## src/rtl/note_uart_tx.sv

```systemverilog
// Turns key-note changes into byte events and sends them as 8N1 UART frames.
// A small FIFO sits between the note encoder and the serialiser so that bursts of key changes are not lost.
module note_uart_tx #(
  parameter int CLK_FREQ   = 100_000_000,
  parameter int BAUD       = 9600,
  parameter int FIFO_DEPTH = 4
) (
  input  logic       clk,
  input  logic       rst,
  input  logic [9:0] note_in,
  input  logic       tx_en,
  output logic       uart_tx,
  output logic       busy,
  output logic       fifo_full,
  output logic       overflow,
  output logic       invalid,
  output logic [1:0] state_dbg
);

  localparam int CLKS_RAW     = CLK_FREQ / BAUD;
  localparam int CLKS_PER_BIT = (CLKS_RAW < 2) ? 2 : CLKS_RAW;
  localparam int CNT_W        = $clog2(CLKS_PER_BIT);
  localparam int PTR_W        = (FIFO_DEPTH > 1) ? $clog2(FIFO_DEPTH) : 1;
  localparam int OCC_W        = PTR_W + 1;

  typedef enum logic [1:0] {IDLE, START, DATA, STOP} state_t;

  state_t             state_q, state_d;
  logic [CNT_W-1:0]   clk_cnt_q, clk_cnt_d;
  logic [2:0]         bit_cnt_q, bit_cnt_d;
  logic [7:0]         shift_q, shift_d;
  logic               tx_q, tx_d;
  logic [9:0]         prev_q;
  logic [7:0]         mem [FIFO_DEPTH];
  logic [PTR_W-1:0]   wr_ptr_q, rd_ptr_q;
  logic [OCC_W-1:0]   count_q;
  logic               overflow_q, invalid_q;

  logic [6:0] note_bits;
  logic [2:0] oct_bits;
  logic [3:0] note_idx, oct_code;
  logic [7:0] enc_byte;
  logic       code_valid, note_event, push_req, push, pop, full, bit_end;

  assign note_bits  = note_in[6:0];
  assign oct_bits   = note_in[9:7];
  // A power-of-two test: x & (x-1) is zero only for zero or a single set bit.
  assign code_valid = ((note_bits & (note_bits - 7'd1)) == 7'd0) &&
                      ((oct_bits & (oct_bits - 3'd1)) == 3'd0);

  always_comb begin
    note_idx = 4'd0;
    for (int k = 0; k < 7; k++)
      if (note_bits[k]) note_idx = 4'(k + 1);
    case (oct_bits)
      3'b001:  oct_code = 4'd1;
      3'b010:  oct_code = 4'd2;
      3'b100:  oct_code = 4'd3;
      default: oct_code = 4'd0;
    endcase
    enc_byte = (note_bits == 7'd0) ? 8'h00 : {oct_code, note_idx};
  end

  assign full       = (count_q == OCC_W'(FIFO_DEPTH));
  assign note_event = (note_in != prev_q);
  assign push_req   = note_event && tx_en && code_valid;
  assign push       = push_req && (!full || pop);
  assign bit_end    = (clk_cnt_q == CNT_W'(CLKS_PER_BIT - 1));

  always_comb begin
    state_d   = state_q;
    clk_cnt_d = clk_cnt_q;
    bit_cnt_d = bit_cnt_q;
    shift_d   = shift_q;
    tx_d      = tx_q;
    pop       = 1'b0;
    case (state_q)
      IDLE: begin
        tx_d      = 1'b1;
        clk_cnt_d = '0;
        if (count_q != '0) begin
          pop     = 1'b1;
          shift_d = mem[rd_ptr_q];
          tx_d    = 1'b0;
          state_d = START;
        end
      end
      START: begin
        if (bit_end) begin
          clk_cnt_d = '0;
          bit_cnt_d = '0;
          tx_d      = shift_q[0];
          state_d   = DATA;
        end else clk_cnt_d = clk_cnt_q + CNT_W'(1);
      end
      DATA: begin
        if (bit_end) begin
          clk_cnt_d = '0;
          if (bit_cnt_q == 3'd7) begin
            tx_d    = 1'b1;
            state_d = STOP;
          end else begin
            bit_cnt_d = bit_cnt_q + 3'd1;
            shift_d   = {1'b0, shift_q[7:1]};
            tx_d      = shift_q[1];
          end
        end else clk_cnt_d = clk_cnt_q + CNT_W'(1);
      end
      STOP: begin
        if (bit_end) begin
          clk_cnt_d = '0;
          state_d   = IDLE;
        end else clk_cnt_d = clk_cnt_q + CNT_W'(1);
      end
      default: state_d = IDLE;
    endcase
  end

  always_ff @(posedge clk or posedge rst) begin
    if (rst) begin
      state_q    <= IDLE;
      clk_cnt_q  <= '0;
      bit_cnt_q  <= '0;
      shift_q    <= '0;
      tx_q       <= 1'b1;
      prev_q     <= '0;
      wr_ptr_q   <= '0;
      rd_ptr_q   <= '0;
      count_q    <= '0;
      overflow_q <= 1'b0;
      invalid_q  <= 1'b0;
    end else begin
      state_q    <= state_d;
      clk_cnt_q  <= clk_cnt_d;
      bit_cnt_q  <= bit_cnt_d;
      shift_q    <= shift_d;
      tx_q       <= tx_d;
      prev_q     <= note_in;
      if (push) wr_ptr_q <= wr_ptr_q + PTR_W'(1);
      if (pop)  rd_ptr_q <= rd_ptr_q + PTR_W'(1);
      count_q    <= count_q + OCC_W'(push) - OCC_W'(pop);
      overflow_q <= push_req && full && !pop;
      invalid_q  <= note_event && tx_en && !code_valid;
    end
  end

  // Storage has no reset; occupancy and pointers alone define what is valid.
  always_ff @(posedge clk) begin
    if (push) mem[wr_ptr_q] <= enc_byte;
  end

  assign uart_tx   = tx_q;
  assign busy      = (state_q != IDLE) || (count_q != '0);
  assign fifo_full = full;
  assign overflow  = overflow_q;
  assign invalid   = invalid_q;
  assign state_dbg = state_q;

endmodule
```

## config.mk

```make
export PLATFORM = sky130hd
export DESIGN_NAME = note_uart_tx
export DESIGN_NICKNAME = d
export VERILOG_FILES = /design/src/rtl/note_uart_tx.sv
export SDC_FILE = /design/constraint.sdc
export NUM_CORES = 1
export LEC_CHECK = 0
export BUFFER_PORTS_ARGS = -buffer_cell sky130_fd_sc_hd__buf_2
export CAP_MARGIN = 30
export CORE_ASPECT_RATIO = 2
export CORE_MARGIN = 10
export CORE_UTILIZATION = 38
export CTS_CLUSTER_SIZE = 28
export DETAILED_ROUTE_END_ITERATION = 10
export PLACE_DENSITY_LB_ADDON = 0.08
export SYNTH_ARGS = -nofsm -noshare
export SYNTH_HDL_FRONTEND = slang
export SYNTH_SLANG_ARGS = --single-unit
export TNS_END_PERCENT = 1
```

## constraint.sdc

```tcl
create_clock -name clk -period 2.24 [get_ports clk]
set_clock_uncertainty 0.05 [all_clocks]
set_input_delay 0.224 -clock clk [delete_from_list [all_inputs] [get_ports clk]]
set_output_delay 0.224 -clock clk [all_outputs]
set_load 0.005 [all_outputs]
```

## Word level (Yosys, flattened, before mapping)

Memories as Yosys holds them, arrays and structs flattened.
Cells that the tools add are included.

| storage, ports and cells | value |
|---|---|
| bits in writable memories | 32 |
| word-level logic and storage cells | 98 |
| memories kept | 1 |
| latch bits | 0 |
| flip-flop bits (word level) | 47 |
| output and inout bits | 7 |
| bits in read-only memories | 0 |

Memory list:

| memory | words | bits a word | read ports | clocked after Yosys merged registers in | wr ports | line | RTL |
|---|---|---|---|---|---|---|---|
| mem | 4 | 8 | 1 | 0 | 1 | 34 | `logic [7:0] mem [FIFO_DEPTH];` |

| operators by class | value |
|---|---|
| multiplexer cells | 34 |
| add/subtract/negate cells | 8 |
| shifts and indexed selects | 0 |
| equal/unequal tests | 16 |
| divide/modulo/power cells | 0 |
| order comparisons | 0 |
| bitwise logic cells | 2 |
| multiply operators | 0 |
| reduce and logical (&&, ||, !) cells | 26 |

Operator list:

| operator | count |
|---|---|
| 8-bit 2-to-1 mux | 4 |
| 14-bit case mux with 2 select lines | 1 |
| 4-bit 2-to-1 mux | 6 |
| 8-bit case mux with 2 select lines | 1 |
| 14-bit by 1-bit adder with 14-bit output, second input constant | 1 |
| 14-bit equality test, second input constant | 1 |
| 7-bit logical NOT | 2 |
| 14-bit 2-to-1 mux | 1 |
| 2-bit != test, second input constant | 6 |
| 2-bit 2-to-1 mux | 5 |
| 10-bit != test | 1 |
| 3-bit equality test, second input constant | 3 |
| 1-bit 2-to-1 mux | 9 |
| 3-bit 2-to-1 mux | 3 |
| 2-bit case mux with 4 select lines | 1 |
| 4-bit AND reduction | 2 |
| 7-bit AND | 1 |
| 1-bit logical AND | 7 |
| 7-bit by 1-bit subtractor with 7-bit output, second input constant | 1 |
| 2-bit case mux with 3 select lines | 1 |
| 3-bit case mux with 2 select lines | 1 |
| 2-bit nonzero test | 3 |
| 3-bit nonzero test | 2 |
| 5-bit AND reduction | 1 |
| other kinds (17) | 22 |

## Depth between registers and ports, before layout

Gate-level depths: netlist of run 1.

| depth | value |
|---|---|
| word-level depth | 8 |
| mapped depth | 10 |
| gate-level depth less buffers | 10 |

## Least setup slack after synthesis of run 1

No wires, ideal clock.

| timing | value |
|---|---|
| path kind | input port to flip-flop |
| start | input port note_in[0] |
| end | register count_q[2] |
| path buffers | 0 |
| slack | -0.375 ns |
| required time | 2.067 ns |
| setup time | 0.123 ns |
| stages | 9 |
| arrival | 2.443 ns |
| cell sequence | or4_4 -> a211oi_2 -> o21ai_2 -> o31ai_2 -> a21bo_1 -> ha_1 -> fa_1 -> xnor2_1 -> xnor2_1 |

| between the ends | value |
|---|---|
| word-level cells in the longest chain between the ends | 8 |
| elaborated cells between the ends (all ways) | 10 |

RTL lines:

| element | line | RTL |
|---|---|---|
| start, declared | 10 | `input logic [9:0] note_in,` |
| 7-bit by 1-bit subtractor with 7-bit output | 48 | `assign code_valid = ((note_bits & (note_bits - 7'd1)) == 7'd0) &&` |
| 7-bit AND | 48 |  |
| 7-bit logical NOT | 48 |  |
| 1-bit logical AND | 48 |  |
| 1-bit logical AND (*) | 66 | `assign push_req = note_event && tx_en && code_valid;` |
| 1-bit logical AND (*) | 67 | `assign push = push_req && (!full \|\| pop);` |
| 3-bit by 1-bit adder with 3-bit output (*) | 141 | `count_q <= count_q + OCC_W'(push) - OCC_W'(pop);` |
| 3-bit by 1-bit subtractor with 3-bit output (*) | 141 |  |
| end signal, assigned | 141 |  |
| end, declared | 36 | `logic [OCC_W-1:0] count_q;` |

Every way passes the cells marked *; elsewhere a longest branch is shown, timed or not.
A chain may end at the register's enable or synchronous reset.

## Final worst setup path of run 1

Same ends and word-level chain as after synthesis.

==> results of run 1 <==
per-layer routing:
metal / share of wire (%) / wire length (µm) / track usage, %
met4: 2.2 / 142 / 5.81
met2: 62 / 3960 / 21.8
met5: 0 / 0 / 0
met3: 2.9 / 189 / 3.47
met1: 33 / 2120 / 9.43
cells by family (layout without fill, tap and decap cells):
| group | after synthesis | count (layout) | synth area share [%] |
|---|---|---|---|
| AOI/OAI and AO/OA | 32 | 32 | 7.83 |
| xor gates and xnor gates | 27 | 27 | 7.59 |
| adders and majority gates | 15 | 15 | 6.19 |
| buffers and inverters | 15 | 79 | 1.81 |
| DFF | 65 | 65 | 55.5 |
| muxes | 15 | 15 | 7.35 |
| and+or+nand+nor | 77 | 77 | 13.7 |
Yosys cell counts (2+ instances only):
library cell and number:
dfrtp_1 44, nor2_1 22, edfxtp_1 20, xnor2_1 19, nand2_1 15, ha_1 13
inv_1 10, o21ai_0 9, xor2_1 8, nand4_1 7, clkbuf_1 5, mux2_1 5
mux4_2 5, a21oi_1 4, a22o_1 4, and2_1 4, mux2_2 4, nand2b_1 4
nand3_1 4, nor3_1 3, nor3b_1 3, or3_1 3, a211o_2 2, and3_1 2
nor4_1 2, o21ai_1 2
worst max-delay path: cells and delay by family:
kind | cells | cell delay, ns
xor gates and xnor gates | 2 | 0.30
AOI/OAI and AO/OA | 4 | 0.82
buffers and inverters | 1 | 0.11
and+or+nand+nor | 1 | 0.56
adders and majority gates | 2 | 0.53
sequential cells by signal (all words and copies together) (netlist names):
register and count:
mem 20, state_dbg 2, uart_tx 1, shift_q 6, rd_ptr_q 2, invalid 1, prev_q 10, clk_cnt_q 14
wr_ptr_q 2, bit_cnt_q 3, count_q 3, overflow 1
path summary, 6_finish.rpt:
kind                                        start                      to  depth (start not counted)
setup / recovery                       note_in[0]    count_q[2]$_DFF_PP0_                         10
hold / removal                                rst  clk_cnt_q[1]$_DFF_PP0_                          3
setup reg to reg              prev_q[0]$_DFF_PP0_    count_q[2]$_DFF_PP0_                         10
hold reg to reg            shift_q[3]$_DFFE_PP0P_  shift_q[3]$_DFFE_PP0P_                          1
max in group asynchronous                     rst    count_q[0]$_DFF_PP0_                          3
min in group clk                       note_in[4]     prev_q[4]$_DFF_PP0_                          1
cell type report:
cell class / instances / area, µm² / area share (%)
Clock buffer: 10 / 239 / 6.05
Tap cell: 96 / 120 / 3.04
Inverter: 10 / 37.5 / 0.950
Timing Repair Buffer: 53 / 350 / 8.87
Multi-Input combinational cell: 166 / 1360 / 34.5
Clock inverter: 6 / 114 / 2.88
Sequential cell: 65 / 1730 / 43.7
power by group:
part,leakage (nW),switching (W),internal (W)
Sequential,0.737,0.0000453,0.00129
Combinational,0.793,0.000156,0.000148
Clock,0.165,0.000526,0.00112
Total,1.70,0.000728,0.00255
what timing repair did:
action                     in CTS  in global routing
setup endpoints to repair       2                  3
pin swaps                       3                  1
gates cloned                    0                  0
hold buffers                    0                  0
gates resized for setup         3                  1
per-stage QoR:
step / utilization (%) / setup TNS, ns / setup slack (ns)
after floorplan: - / -0.576 / -0.354
after global placement: 44.9 / -4.36 / -0.388
after detailed placement: 44.9 / -4.66 / -0.452
after CTS: 49.7 / -0.0811 / -0.0811
after global routing: 49.7 / -0.320 / -0.238
final: 49.7 / -0.0821 / -0.0821
==> reports/results.md, run 1 <==
| Metric | This run |
| --- | --- |
| Number of buffers inserted by post-CTS setup repair | 0 |
| Total global-route track usage | 11.1% |
| Most used flip-flop cell after synthesis | dfrtp_1 |
| Count of H-tree levels built during CTS | 3 |
| Clock Tree Buf Depth | 2 |
| Floorplan die area | 0.0124 mm² |
| Number of antenna-violating nets in the routed design | 0 |
| Wire length of the first global-routing pass | 10.8 mm |
| Starting DRC count in detailed routing | 57 |
| Filler-free cell count of the finished design | 406 |
| Final period utilization | 104% |
| Async set-reset flop share out of synthesis | 69.2% |
| Setup ws final | -0.0821 ns |
| Peak Freq | 0.431 GHz |
| Type of the most critical hold path | input pin to asynchronous set/reset pin |
| # nets final | 332 |
| FILL cells | 750 |
| CTS tree | yes |
| Total vias in the final route | 2041 |
| Library cell contributing the largest single delay on the critical path | or4_4 |
| Number of endpoints failing setup at the final stage | 1 |
| Drt pass-1 iters | 4 |
| WP data arrival | 2.53 ns |
| Number of antenna violations at the first check in global routing | 0 |
| Sum of internal, switching and leakage power | 0.00328 W |
| Type of the worst setup path | input pin to register |
| Gp weighted congestion | 0.766 |
| Clock insertion delay at the later pin of the skew report | 0.33 ns |
| Sequential area share after synthesis | 55.5% |
| Outcome | complete, but fails checks |
| Register bit total from synthesis | 65 |
| Clock slew at reported path FFs | 0.05 ns |
| Cts bufs inserted | 9 |
| Gate Count Post-Synth | 246 |
| Cell area after placement | 0.00357 mm² |
| Leading cell type in the layout, fill and taps excluded | dfrtp_1 |
| Horizontal die dimension | 84.0 µm |
| Number of hold-slack violations in the final timing report | 13 |
| Relative area change from synthesis to final layout | 26.8% |
| Instance count after placement with tap cells included | 390 |
| WP data required | 2.45 ns |
| Number of distinct standard cells referenced by the synthesized netlist | 49 |
| Power per cell area | 831 mW/mm² |
| Port-buffer cells | 19 |
| Violations in the final reports | hold timing, setup timing |
| Synthesis warning total | 0 |
| Hold WS | -0.0167 ns |
| Largest net degree at the start of global routing | 46 |
| Post-route minimum period | 2.32 ns |
| Headroom to the max-slew limit | 59.2% |
| Final count of pins violating max slew | 0 |
| Row count | 46 |
| Die boundary height | 148 µm |
| Routed wirelength normalized by instance count | 15.8 µm |
| Synth area leader | dfrtp_1 |
| Top-area cell type share of the netlist area | 35.4% |
| Root cell of the clock tree | clkbuf_16 |
| Cell types with the largest area share after synthesis | dfrtp_1, edfxtp_1, xnor2_1 |
| Finished Cell Area | 0.00395 mm² |
| Worst-margin pin slew | 0.612 ns |
| Nets in the synthesized netlist | 273 |
| Number of remaining DRC errors | 0 |
| Vias/cell | 5.03 |
| Syn Area/Cell | 12.7 µm² |
| Number of enable-type register cells in the synthesized netlist | 20 |
| Area of the core | 0.00794 mm² |
| Setup repair after global routing missed its margin | true |
| HPWL Detailed | 4.94 mm |
| Starting density of the core | 39.2% |
| Proportion of layout cells with a drive suffix above 1 | 31.0% |
| MaxCap Viol Count | 0 |
| Critical path startpoint category | input pin |
| Maximum fanout along the worst path | 2 |
| Largest incremental delay on the critical path | 0.56 ns |
| Cell with the most instances on the worst path | xnor2_1 |
| Clock Sink Count | 65 |
| Total inserted antenna cells | 0 |
| Final routed wirelength across all metal layers | 6.41 mm |
| Reg-to-reg slack, setup | -0.04 ns |
| Overall overflow remaining after global route | 0 |
| Netlist area before placement | 0.00311 mm² |
| Maximum VDD drop | 0.690 mV |
| Sequence of cells on the critical path | buf_2, or4_4, a211oi_2, o21ai_2, o31ai_2, a21bo_1, ha_1, fa_2, xnor2_1, xnor2_1 |
| Vias in the first global route | 2234 |
| Commonest cells after routing, fill and taps aside | dfrtp_1, buf_4, nor2_1, edfxtp_1, buf_2 |
| Pleak | 1.70 nW |
| Number of top-level design ports | 20 |
| Capturing element type of the critical path | register |
Note: power is estimated with default switching activity, not from simulation.
==> inputs of run 2 (changes only) <==
GPL_TIMING_DRIVEN = 0   (was unset)
==> reports/results.md, run 2 (synthesis gave the netlist of run 1 again) <==
| Metric | This run | vs previous |
| --- | --- | --- |
| Outcome | complete, but fails checks | unchanged |
| Violations in the final reports | setup timing | was hold timing, setup timing |
| Pleak | 1.59 nW | was 1.70 nW |
| Final period utilization | 102% | was 104% |
| Starting density of the core | 39.2% | unchanged |
| Final count of pins violating max slew | 0 | unchanged |
| Global-route track usage on met1 | 9.10% | was 9.43% |
| WP data arrival | 2.46 ns | was 2.53 ns |
| MaxCap Viol Count | 0 | unchanged |
| Number of top-level design ports | 20 | unchanged |
| Switching portion of total power | 23.0% | was 22.2% |
| Area of the core | 0.00794 mm² | unchanged |
| Headroom to the max-slew limit | 61.2% | was 59.2% |
| Setup repair after global routing missed its margin | true | unchanged |
| Net switching power figure | 0.000720 W | was 0.000728 W |
| Clock slew at reported path FFs | 0.05 ns | about the same |
| Total inserted antenna cells | 0 | unchanged |
| Largest registers ranked by flip-flop count | mem (20), clk_cnt_q (14), prev_q (10) | unchanged |
| HPWL Detailed | 4.73 mm | was 4.94 mm |
| Horizontal die dimension | 84.0 µm | unchanged |
| Met3 Usage GRT | 3.41% | was 3.47% |
| Peak Freq | 0.436 GHz | was 0.431 GHz |
| Largest net degree at the start of global routing | 32 | was 46 |
| Clock Sink Count | 65 | unchanged |
| Maximum fanout along the worst path | 2 | unchanged |
| Met2 layer usage reported by global route | 21.3% | was 21.8% |
| Leading cell type in the layout, fill and taps excluded | dfrtp_1 | unchanged |
| Relative area change from synthesis to final layout | 23.8% | was 26.8% |
| Critical path startpoint category | input pin | unchanged |
| Critical R2R Capture | count_q[2]$_DFF_PP0_ | unchanged |
| Setup ws final | -0.0519 ns | was -0.0821 ns |
| WHS Path Cells | 1 |  |
| Proportion of layout cells with a drive suffix above 1 | 26.0% | was 31.0% |
| Vias in the first global route | 2193 | was 2234 |
| # nets final | 314 | was 332 |
| Clk pwr share | 46.7% | was 50.2% |
| CTS tree | yes | unchanged |
| Number of antenna violations at the first check in global routing | 0 | unchanged |
| Seq pwr share | 43.2% | was 40.6% |
| Clock Tree Buf Depth | 2 | unchanged |
| Commonest cells after routing, fill and taps aside | dfrtp_1, nor2_1, edfxtp_1, xnor2_1, buf_2 | was dfrtp_1, buf_4, nor2_1, edfxtp_1, buf_2 |
| Cts bufs inserted | 9 | unchanged |
| Worst-margin pin slew | 0.577 ns | was 0.612 ns |
| Total vias in the final route | 1946 | was 2041 |
| Worst Hold End | prev_q[7]$_DFF_PP0_ |  |
| Type of the most critical hold path | input pin to register | was input pin to asynchronous set/reset pin |
| Reg-to-reg slack, setup | -0.04 ns | about the same |
| Final routed wirelength across all metal layers | 6.25 mm | was 6.41 mm |
| Logic gate share of total power | 10.1% | was 9.3% |
| Sum of internal, switching and leakage power | 0.00313 W | was 0.00328 W |
| Root cell of the clock tree | clkbuf_16 | unchanged |
| Internal power of the cells | 0.00241 W | was 0.00255 W |
| Count of H-tree levels built during CTS | 3 | unchanged |
| Gp weighted congestion | 0.740 | was 0.766 |
| Drt pass-1 iters | 4 | unchanged |
| Maximum VDD drop | 0.562 mV | was 0.690 mV |
| Sum of negative setup slack | -0.0519 ns | was -0.0821 ns |
| FILL cells | 748 | was 750 |
| Number of flip-flops under the largest register name | 20 | unchanged |
| Routed wirelength normalized by instance count | 16.1 µm | was 15.8 µm |
| Busiest metal layer after global routing | met2 | unchanged |
| Total global-route track usage | 10.7% | was 11.1% |
| Row count | 46 | unchanged |
| Clock insertion delay at the later pin of the skew report | 0.33 ns | about the same |
| Number of endpoints failing setup at the final stage | 1 | unchanged |
| Starting DRC count in detailed routing | 79 | was 57 |
| Overall overflow remaining after global route | 0 | unchanged |
| Type of the worst setup path | input pin to register | unchanged |
| Crit path from | note_in[1] | was note_in[0] |
| Wire length of the first global-routing pass | 10.6 mm | was 10.8 mm |
| Vias/cell | 5.02 | was 5.03 |
| Post-route minimum period | 2.29 ns | was 2.32 ns |
| Power per cell area | 811 mW/mm² | was 831 mW/mm² |
| Capturing element type of the critical path | register | unchanged |
| Number of remaining DRC errors | 0 | unchanged |
| Register bank with the most flops | mem | unchanged |
| Die boundary height | 148 µm | unchanged |
| Crit Reg-Reg Startpoint | prev_q[7]$_DFF_PP0_ | was prev_q[0]$_DFF_PP0_ |
| Number of cell instances on the worst register-to-register path | 10 | unchanged |
| Port-buffer cells | 19 | unchanged |
| Number of antenna-violating nets in the routed design | 0 | unchanged |
| Floorplan die area | 0.0124 mm² | unchanged |
| Number of hold-slack violations in the final timing report | 0 | was 13 |
| Worst slack at placement | -0.674 ns | was -0.452 ns |
| Launch point of the worst hold path | note_in[7] |  |
| WP data required | 2.40 ns | was 2.45 ns |
run 2: cell count changes in the layout (fill, tap and decap cells not counted), moves of 2 or more:
cell,change
buf_2,-2
buf_4,-27
buf_8,+2
clkbuf_1,+3
clkbuf_2,+2
dlygate4sd3_1,+3
ha_1,-2
run 2: worst max-delay path by stage:
stage | end | slack [ns] | cells past startpoint
floorplan | count_q[2]$_DFF_PP0_ | -0.35 | 9
finish | count_q[2]$_DFF_PP0_ | -0.05 | 10
detailed placement | count_q[2]$_DFF_PP0_ | -0.67 | 10
CTS | count_q[2]$_DFF_PP0_ | -0.11 | 10
global route | count_q[2]$_DFF_PP0_ | -0.12 | 10
global placement | count_q[2]$_DFF_PP0_ | -0.63 | 10
run 2: worst max-delay path: stages:
cell      delay, ns
buf_8          0.09
or4_4          0.56
a211oi_2       0.22
o21ai_2        0.10
o31ai_4        0.24
a21bo_1        0.23
ha_2           0.17
fa_2           0.35
xnor2_2        0.15
xnor2_1        0.12
run 2: layout make-up:
type                       count  area (µm²)  area share, %
buffer                         5        22.5          0.584
clock inverter                 6        83.8           2.17
multi-input combinational    166        1410           36.6
tap                           96         120           3.11
timing repair buffer          30         224           5.81
clock buffer                  10         229           5.94
sequential                    65        1730           44.8
inverter                      10        37.5          0.973
run 2: power groups by stage:
stage | Sequential (W) | Combinational [W] | Clock (W)
after global placement | 0.00135 | 0.000270 | 0
after CTS | 0.00134 | 0.000319 | 0.00150
after floorplan | 0.00134 | 0.000192 | 0
after detailed placement | 0.00135 | 0.000282 | 0
final | 0.00135 | 0.000316 | 0.00146
after global routing | 0.00136 | 0.000362 | 0.00155
run 2: per-stage QoR:
step	area [µm²]	util [%]	std cells	hold slack (ns)
after global placement	3330	42.0	361	0.364
after detailed placement	3350	42.2	362	0.169
after floorplan	3120	-	246	0.205
after CTS	3830	48.3	388	0.0331
after global routing	3860	48.6	388	0.0381
final	3860	48.6	388	0.0427
run 2: per-layer routing:
layer  up-vias  routed length (µm)
met5         -                   0
met4         0                 124
met3        10                 165
met2        19                3790
met1       961                2160
li1        956                   -
run 2: repair_timing:
item,in CTS,in global routing
gates resized for setup,19,8
hold endpoints to repair,16,0
hold buffers,3,0
pin swaps,12,5
setup endpoints to repair,36,33
gates cloned,0,0
setup buffers,7,0
